<file path="config.mk">
export PLATFORM = sky130hd
export DESIGN_NAME = blink_sequencer
export DESIGN_NICKNAME = d
export VERILOG_FILES = /design/src/rtl/blink_sequencer.sv
export SDC_FILE = /design/constraint.sdc
export NUM_CORES = 1
export LEC_CHECK = 0
export BUFFER_PORTS_ARGS = -buffer_cell sky130_fd_sc_hd__clkbuf_2
export CAP_MARGIN = 20
export CORE_MARGIN = 3
export CORE_UTILIZATION = 25
export DETAILED_ROUTE_END_ITERATION = 8
export PLACE_DENSITY = 0.43
export SKIP_LAST_GASP = 1
export SLEW_MARGIN = 0
export SYNTH_ARGS = -nofsm -noshare
export SYNTH_HDL_FRONTEND = slang
export SYNTH_SLANG_ARGS = --single-unit
</file>
<file path="constraint.sdc">
create_clock -name clk -period 6.8 [get_ports clk]
set_input_delay 0.68 -clock clk [delete_from_list [all_inputs] [get_ports clk]]
set_output_delay 0.68 -clock clk [all_outputs]
set_load 0.01 [all_outputs]
</file>
<file path="src/rtl/blink_sequencer.sv">
// Blink sequencer: a prescaled pattern engine that steps an 8-bit LED pattern
// in count, bounce, toggle or hold mode, with a one-cycle tick on each step.
module blink_sequencer #(
  parameter int unsigned PRESCALE = 32'd25000000
) (
  input  logic       clk,
  input  logic       rst,
  input  logic       enable,
  input  logic [1:0] mode,
  output logic [7:0] blink,
  output logic       tick
);

  localparam int unsigned CW = (PRESCALE > 32'd1) ? $clog2(PRESCALE) : 1;
  localparam logic [CW-1:0] CNT_TERM = CW'(PRESCALE - 32'd1);

  localparam logic [1:0] MODE_COUNT  = 2'b00;
  localparam logic [1:0] MODE_BOUNCE = 2'b01;
  localparam logic [1:0] MODE_TOGGLE = 2'b10;
  localparam logic [1:0] MODE_HOLD   = 2'b11;

  typedef enum logic {
    DIR_LEFT  = 1'b0,
    DIR_RIGHT = 1'b1
  } dir_e;

  logic [CW-1:0] cnt_q, cnt_d;
  logic [7:0]    blink_q, blink_d;
  logic          tick_q, tick_d;
  logic [1:0]    mode_q, mode_d;
  dir_e          dir_q, dir_d;

  function automatic logic is_onehot(input logic [7:0] v);
    return (v != 8'h00) && ((v & (v - 8'h01)) == 8'h00);
  endfunction

  // State register; reset forces the idle pattern immediately.
  always_ff @(posedge clk or negedge rst) begin
    if (!rst) begin
      cnt_q   <= '0;
      blink_q <= 8'h00;
      tick_q  <= 1'b0;
      mode_q  <= MODE_COUNT;
      dir_q   <= DIR_LEFT;
    end else begin
      cnt_q   <= cnt_d;
      blink_q <= blink_d;
      tick_q  <= tick_d;
      mode_q  <= mode_d;
      dir_q   <= dir_d;
    end
  end

  // Next state: a mode change outranks pause, which outranks a pattern step.
  always_comb begin
    cnt_d   = cnt_q;
    blink_d = blink_q;
    tick_d  = 1'b0;
    mode_d  = mode_q;
    dir_d   = dir_q;
    if (mode != mode_q) begin
      mode_d = mode;
      cnt_d  = '0;
      case (mode)
        MODE_COUNT:  blink_d = 8'h00;
        MODE_BOUNCE: begin
          blink_d = 8'h01;
          dir_d   = DIR_LEFT;
        end
        MODE_TOGGLE: blink_d = 8'h55;
        MODE_HOLD:   blink_d = blink_q;
        default:     blink_d = blink_q;
      endcase
    end else if (!enable) begin
      cnt_d = '0;
    end else if (cnt_q == CNT_TERM) begin
      cnt_d  = '0;
      tick_d = 1'b1;
      case (mode_q)
        MODE_COUNT:  blink_d = blink_q + 8'h01;
        MODE_BOUNCE: begin
          // A corrupted pattern restarts the bounce from the right-hand end.
          if (!is_onehot(blink_q)) begin
            blink_d = 8'h01;
            dir_d   = DIR_LEFT;
          end else if (dir_q == DIR_LEFT) begin
            if (blink_q == 8'h80) begin
              blink_d = 8'h40;
              dir_d   = DIR_RIGHT;
            end else begin
              blink_d = blink_q << 1;
            end
          end else begin
            if (blink_q == 8'h01) begin
              blink_d = 8'h02;
              dir_d   = DIR_LEFT;
            end else begin
              blink_d = blink_q >> 1;
            end
          end
        end
        MODE_TOGGLE: blink_d = ~blink_q;
        MODE_HOLD:   blink_d = blink_q;
        default:     blink_d = blink_q;
      endcase
    end else begin
      cnt_d = cnt_q + CW'(1'b1);
    end
  end

  assign blink = blink_q;
  assign tick  = tick_q;

endmodule

</file>
== Word level (Yosys, flattened, before mapping) ==
Index checks and enable logic that the tools add are counted.
Storage, ports and cells
  register bits: 37
  latch bits: 0
  bits in writable memories: 0
  memory bits (read-only): 0
  input port bits: 5
  output and inout port bits: 9
  memories: 0
Cells by class
  $add $sub $neg: 3
  multiply operators: 0
  div/mod/pow operators: 0
  $lt $le $gt $ge: 0
  equality and inequality tests: 13
  shifts and indexed selects: 0
  mux-type cells: 24
  bitwise logic cells: 2
  reduce and logical (&&, ||, !) cells: 10
Operators with widths (count)
  25-bit two-way mux: 3
  8-bit two-way mux: 6
  8-bit one-hot mux with 3 select lines: 2
  25-bit by 1-bit adder with 25-bit output, second input constant: 1
  25-bit equality test, second input constant: 1
  1-bit two-way mux: 12
  8-bit by 1-bit adder with 8-bit output, second input constant: 1
  8-bit AND: 1
  2-bit equality test, second input constant: 4
  8-bit by 1-bit equality test with 1-bit output, second input constant: 1
  8-bit equality test, second input constant: 1
  8-bit logical NOT: 1
  8-bit NOT: 1
  4-bit AND reduction: 2
  8-bit nonzero test: 1
  8-bit by 1-bit subtractor with 8-bit output, second input constant: 1
  7-bit two-way mux: 1
  2-bit nonzero test: 3
  2-bit by 1-bit equality test with 1-bit output, second input constant: 2
  2-bit logical NOT: 2
  2-bit != test, second input constant: 2
  2-bit by 1-bit != test with 1-bit output, second input constant: 1
  2-bit != test: 1
  1-bit logical AND: 1

== Depth between registers and ports, before layout ==
  depth in word-level cells: 9
  mapped depth: 9
  depth with buffers taken out: 8

== Least setup slack after synthesis ==
No wires, ideal clock.
  path kind: register to register
  start: register blink_q[1] (netlist: blink[1])
  end: register blink_q[6] (netlist: blink[6])
  setup time: 125 ps
  data arrival time: 2144 ps
  required time: 6675 ps
  path slack: 4532 ps
  cell stages (with the launch flop): 10
  buffers on the path: 1
  clock period less this slack: 2268 ps
  cells stage by stage: dfrtp_1 clkbuf_1 inv_1 ha_1 or3b_1 o311ai_1 a22oi_1 nand3_1 o22ai_1 mux2_2
Between the ends
  longest elaborated chain between the ends: 9
Ends and longest elaborated chain
  start: declaration: line 28  | logic [7:0] blink_q, blink_d;
  start signal: assignment: line 47  | blink_q <= blink_d;
  8-bit by 1-bit subtractor with 8-bit output: line 34  | return (v != 8'h00) && ((v & (v - 8'h01)) == 8'h00);
  8-bit AND: line 34
  8-bit logical NOT: line 34
  1-bit logical AND: line 34
  8-bit two-way mux: line 83  | if (!is_onehot(blink_q)) begin
  8-bit one-hot mux with 3 select lines *: line 79  | case (mode_q)
  8-bit two-way mux *: line 76  | end else if (cnt_q == CNT_TERM) begin
  8-bit two-way mux *: line 74  | end else if (!enable) begin
  8-bit two-way mux *: line 61  | if (mode != mode_q) begin
Every way passes the cells marked *; elsewhere a longest branch is shown, timed or not. The select of a mux whose other input is x is not followed.
A chain may end at the register's enable or synchronous reset.

== Final worst setup path ==
  start: register blink_q[1] (netlist: blink[1])
  end: register blink_q[2] (netlist: blink[2])
Same word-level chain as after synthesis.

==> flow_summary.yaml <==
outcome:
  outcome: "finished, final reports clean"
yosys:
  netlist_top_cells_count: "nor2_1, dfrtp_1, nand3_1"
  netlist_area_um2: 2450
  ys_ff_latch: 37
  synth.top_cell.area_share_pct: 37.8
  synth_edf_count: 0
  ys_warn_count: 0
  synth_ff_type: "dfrtp_1"
  syn_nets: 292
  syn_inst: 278
  post-synth-top-area-cell: "dfrtp_1"
  avgSynthCellArea_um2: 8.82
  yosys.cell_count.top_type: "nor2_1"
  yosysUniqueCellTypes: 53
  synth_seq_area_share_pct: 37.8
  synth-async-reset-ratio_pct: 100
  synth_area_leaders: "dfrtp_1, xnor2_1, nor2_1"
power:
  internal_power_w: 0.000363
  leakage_nw: 1.07
  p_seq_share_pct: 47.1
  ir_drop_v: 0.0000828
  clkPwrFrac_pct: 37.3
  power.density_nw_per_um2: 187
  p_switching_w: 0.000145
  p_sw_share_pct: 28.6
  combinationalPowerShare_pct: 15.6
cts:
  clock-root-buffer: "clkbuf_8"
  cts_tree: "yes"
  post_cts_buffers: 0
  clock-sinks: 37
  numCtsBuffers: 5
  htreeDepth: 2
  cts_resized: 0
  clockBufferDepth: 2
  insertion_delay_ns: 0.30
  clk_pin_slew_ns: 0.07
  cts_hold_buf: 0
global_route:
  antenna_found_initial: 0
  top_usage_layer: "met2"
  grt_use_met3_pct: 2.59
  grt_max_degree: 38
  grt_pass1_vias: 1938
  grt_pass1_wl_um: 9960
  met1_usage_pct: 14.8
  grt.total_usage_pct: 11.1
  grt_util_met2_pct: 17.6
  grt_remaining_overflow: 0
worst_hold_path:
  hp-start: "cnt_q[0]"
  hold_end: "cnt_q[0]"
  hold_path_class: "reg -> reg"
  holdPathStages: 1
layout:
  fin_nets: 298
  drive_gt1_share_pct: 11.3
  finish.utilization_pct: 28.9
  fillers: 1037
  multi_input_area_um2: 1400
  final_cells: 413
  seq_area_um2: 926
  n_antenna_cell: 0
  areaGrowthSynthToFinish_pct: 10.7
timing:
  fmax_ghz: 0.388
  drv_slew: 0
  setup_ws_ns: 4.22
  grt_setup_unrepaired: "no"
  min_period_over_period_pct: 37.9
  finalClockSkew_ns: 0.00636
  worst_pin_slew_ns: 0.993
  hold_viol: 0
  fin_crit_ns: 2.58
  fin_setup_tns_ns: 0
  setup_viol_count_final: 0
  slew_headroom_pct: 33.6
placed_design:
  port_buffers: 13
  dp_hpwl_um: 4000
  dp_slack_ns: 4.24
  dp.cells: 406
  gp_congestion: 0.726
worst_setup_path:
  r2r-end: "blink[2]"
  ff2ff_path_depth: 7
  start_kind: "flip-flop"
  cp.depth: 7
  crit_buf_inv: 1
  path_delay_family: "compound AO/OA/AOI/OAI gates"
  criticalPathCategory: "reg -> reg"
  max_stage_delay_ns: 0.50
  required_ns: 7.04
  crit_fanout: 10
  r2r_setup_slack_ns: 4.22
  cp.arrival_ns: 2.82
  path_cells: "inv_1 -> ha_1 -> or3b_1 -> a22oi_1 -> nand3_1 -> o31ai_1 -> a31o_2"
  cp-end-kind: "flip-flop"
  cp_slowest_cell: "dfrtp_1"
  r2r_start: "blink[1]"
flow_run:
  drv_cap: 0
routing:
  drtIter0Drc: 69
  first_pass_iters: 4
  totalWireLength_um: 5820
  drc: 0
  vias_per_cell: 4.83
  wire_per_inst_um: 14.1
  vias: 1995
  ant_nets: 0
die:
  die_y_um: 105
  core_um2: 9370
  num_rows: 35
  initial_core_util_pct: 26.2
  io_pins: 14
  fp.dieW_um: 105
  die_area_um2: 11000
-- stage by stage --
| step | power, W | area (um2) | hold WS (ns) |
|---|---|---|---|
| finish | 0.000508 | 2710 | 0.516 |
| global route | 0.000540 | 2710 | 0.537 |
| CTS | 0.000517 | 2710 | 0.518 |
| detailed placement | 0.000325 | 2610 | 0.507 |
| global placement | 0.000324 | 2610 | 0.485 |
| floorplan | 0.000298 | 2450 | 0.384 |
-- area by class of cell --
cell class                      instances  area share, %
Multi-Input combinational cell        212           51.6
Inverter                               15           2.08
Timing Repair Buffer                   13           2.40
Clock inverter                          2           1.29
Tap cell                              129           5.95
Sequential cell                        37           34.1
Clock buffer                            5           2.54
-- cell families after synthesis --
family | share of synthesized area [%]
and+or+nand+nor | 27.8
AOI/OAI and AO/OA | 12.4
DFF | 37.8
xor gates and xnor gates | 10.7
buffers and inverters | 5.10
adders and majority gates | 4.59
muxes | 1.68
-- layout by cell type (no fill, tap or decap), types with 6 or more instances in the layout --
| master | count |
|---|---|
| a21oi_1 | 9 |
| clkbuf_2 | 13 |
| dfrtp_1 | 37 |
| ha_1 | 9 |
| inv_1 | 15 |
| nand2_1 | 19 |
| nand3_1 | 20 |
| nand4_1 | 6 |
| nor2_1 | 39 |
| nor4_1 | 6 |
| o21ai_0 | 9 |
| xnor2_1 | 17 |
| xor2_1 | 13 |
-- flip-flops by register name, indices dropped and copies added, names as in the netlist --
name and flops:
blink 8, cnt_q 25, dir_q 1, mode_q 2, tick 1
-- layer usage --
metal | share of wire, % | vias up
met5 | 0 | -
met4 | 1.3 | 0
met3 | 2.7 | 7
met2 | 46 | 20
met1 | 50 | 968
li1 | - | 1000
-- power groups by stage --
stage | clock (W) | sequential (W) | combinational [W]
2_1_floorplan | 0 | 0.000236 | 0.0000620
3_3_place_gp | 0 | 0.000244 | 0.0000808
3_5_place_dp | 0 | 0.000244 | 0.0000808
4_1_cts | 0.000196 | 0.000239 | 0.0000812
5_1_grt | 0.000208 | 0.000241 | 0.0000909
6_report | 0.000189 | 0.000239 | 0.0000793
-- worst max path at each step --
stage	start	end	slack, ns
CTS	blink[1]	blink[2]	4.22
global route	blink[1]	blink[2]	4.06
detailed placement	blink[1]	blink[2]	4.24
global placement	blink[1]	blink[2]	4.23
floorplan	blink[1]	blink[6]	4.53
finish	blink[1]	blink[2]	4.22
Note: power is estimated with default switching activity, not from simulation.
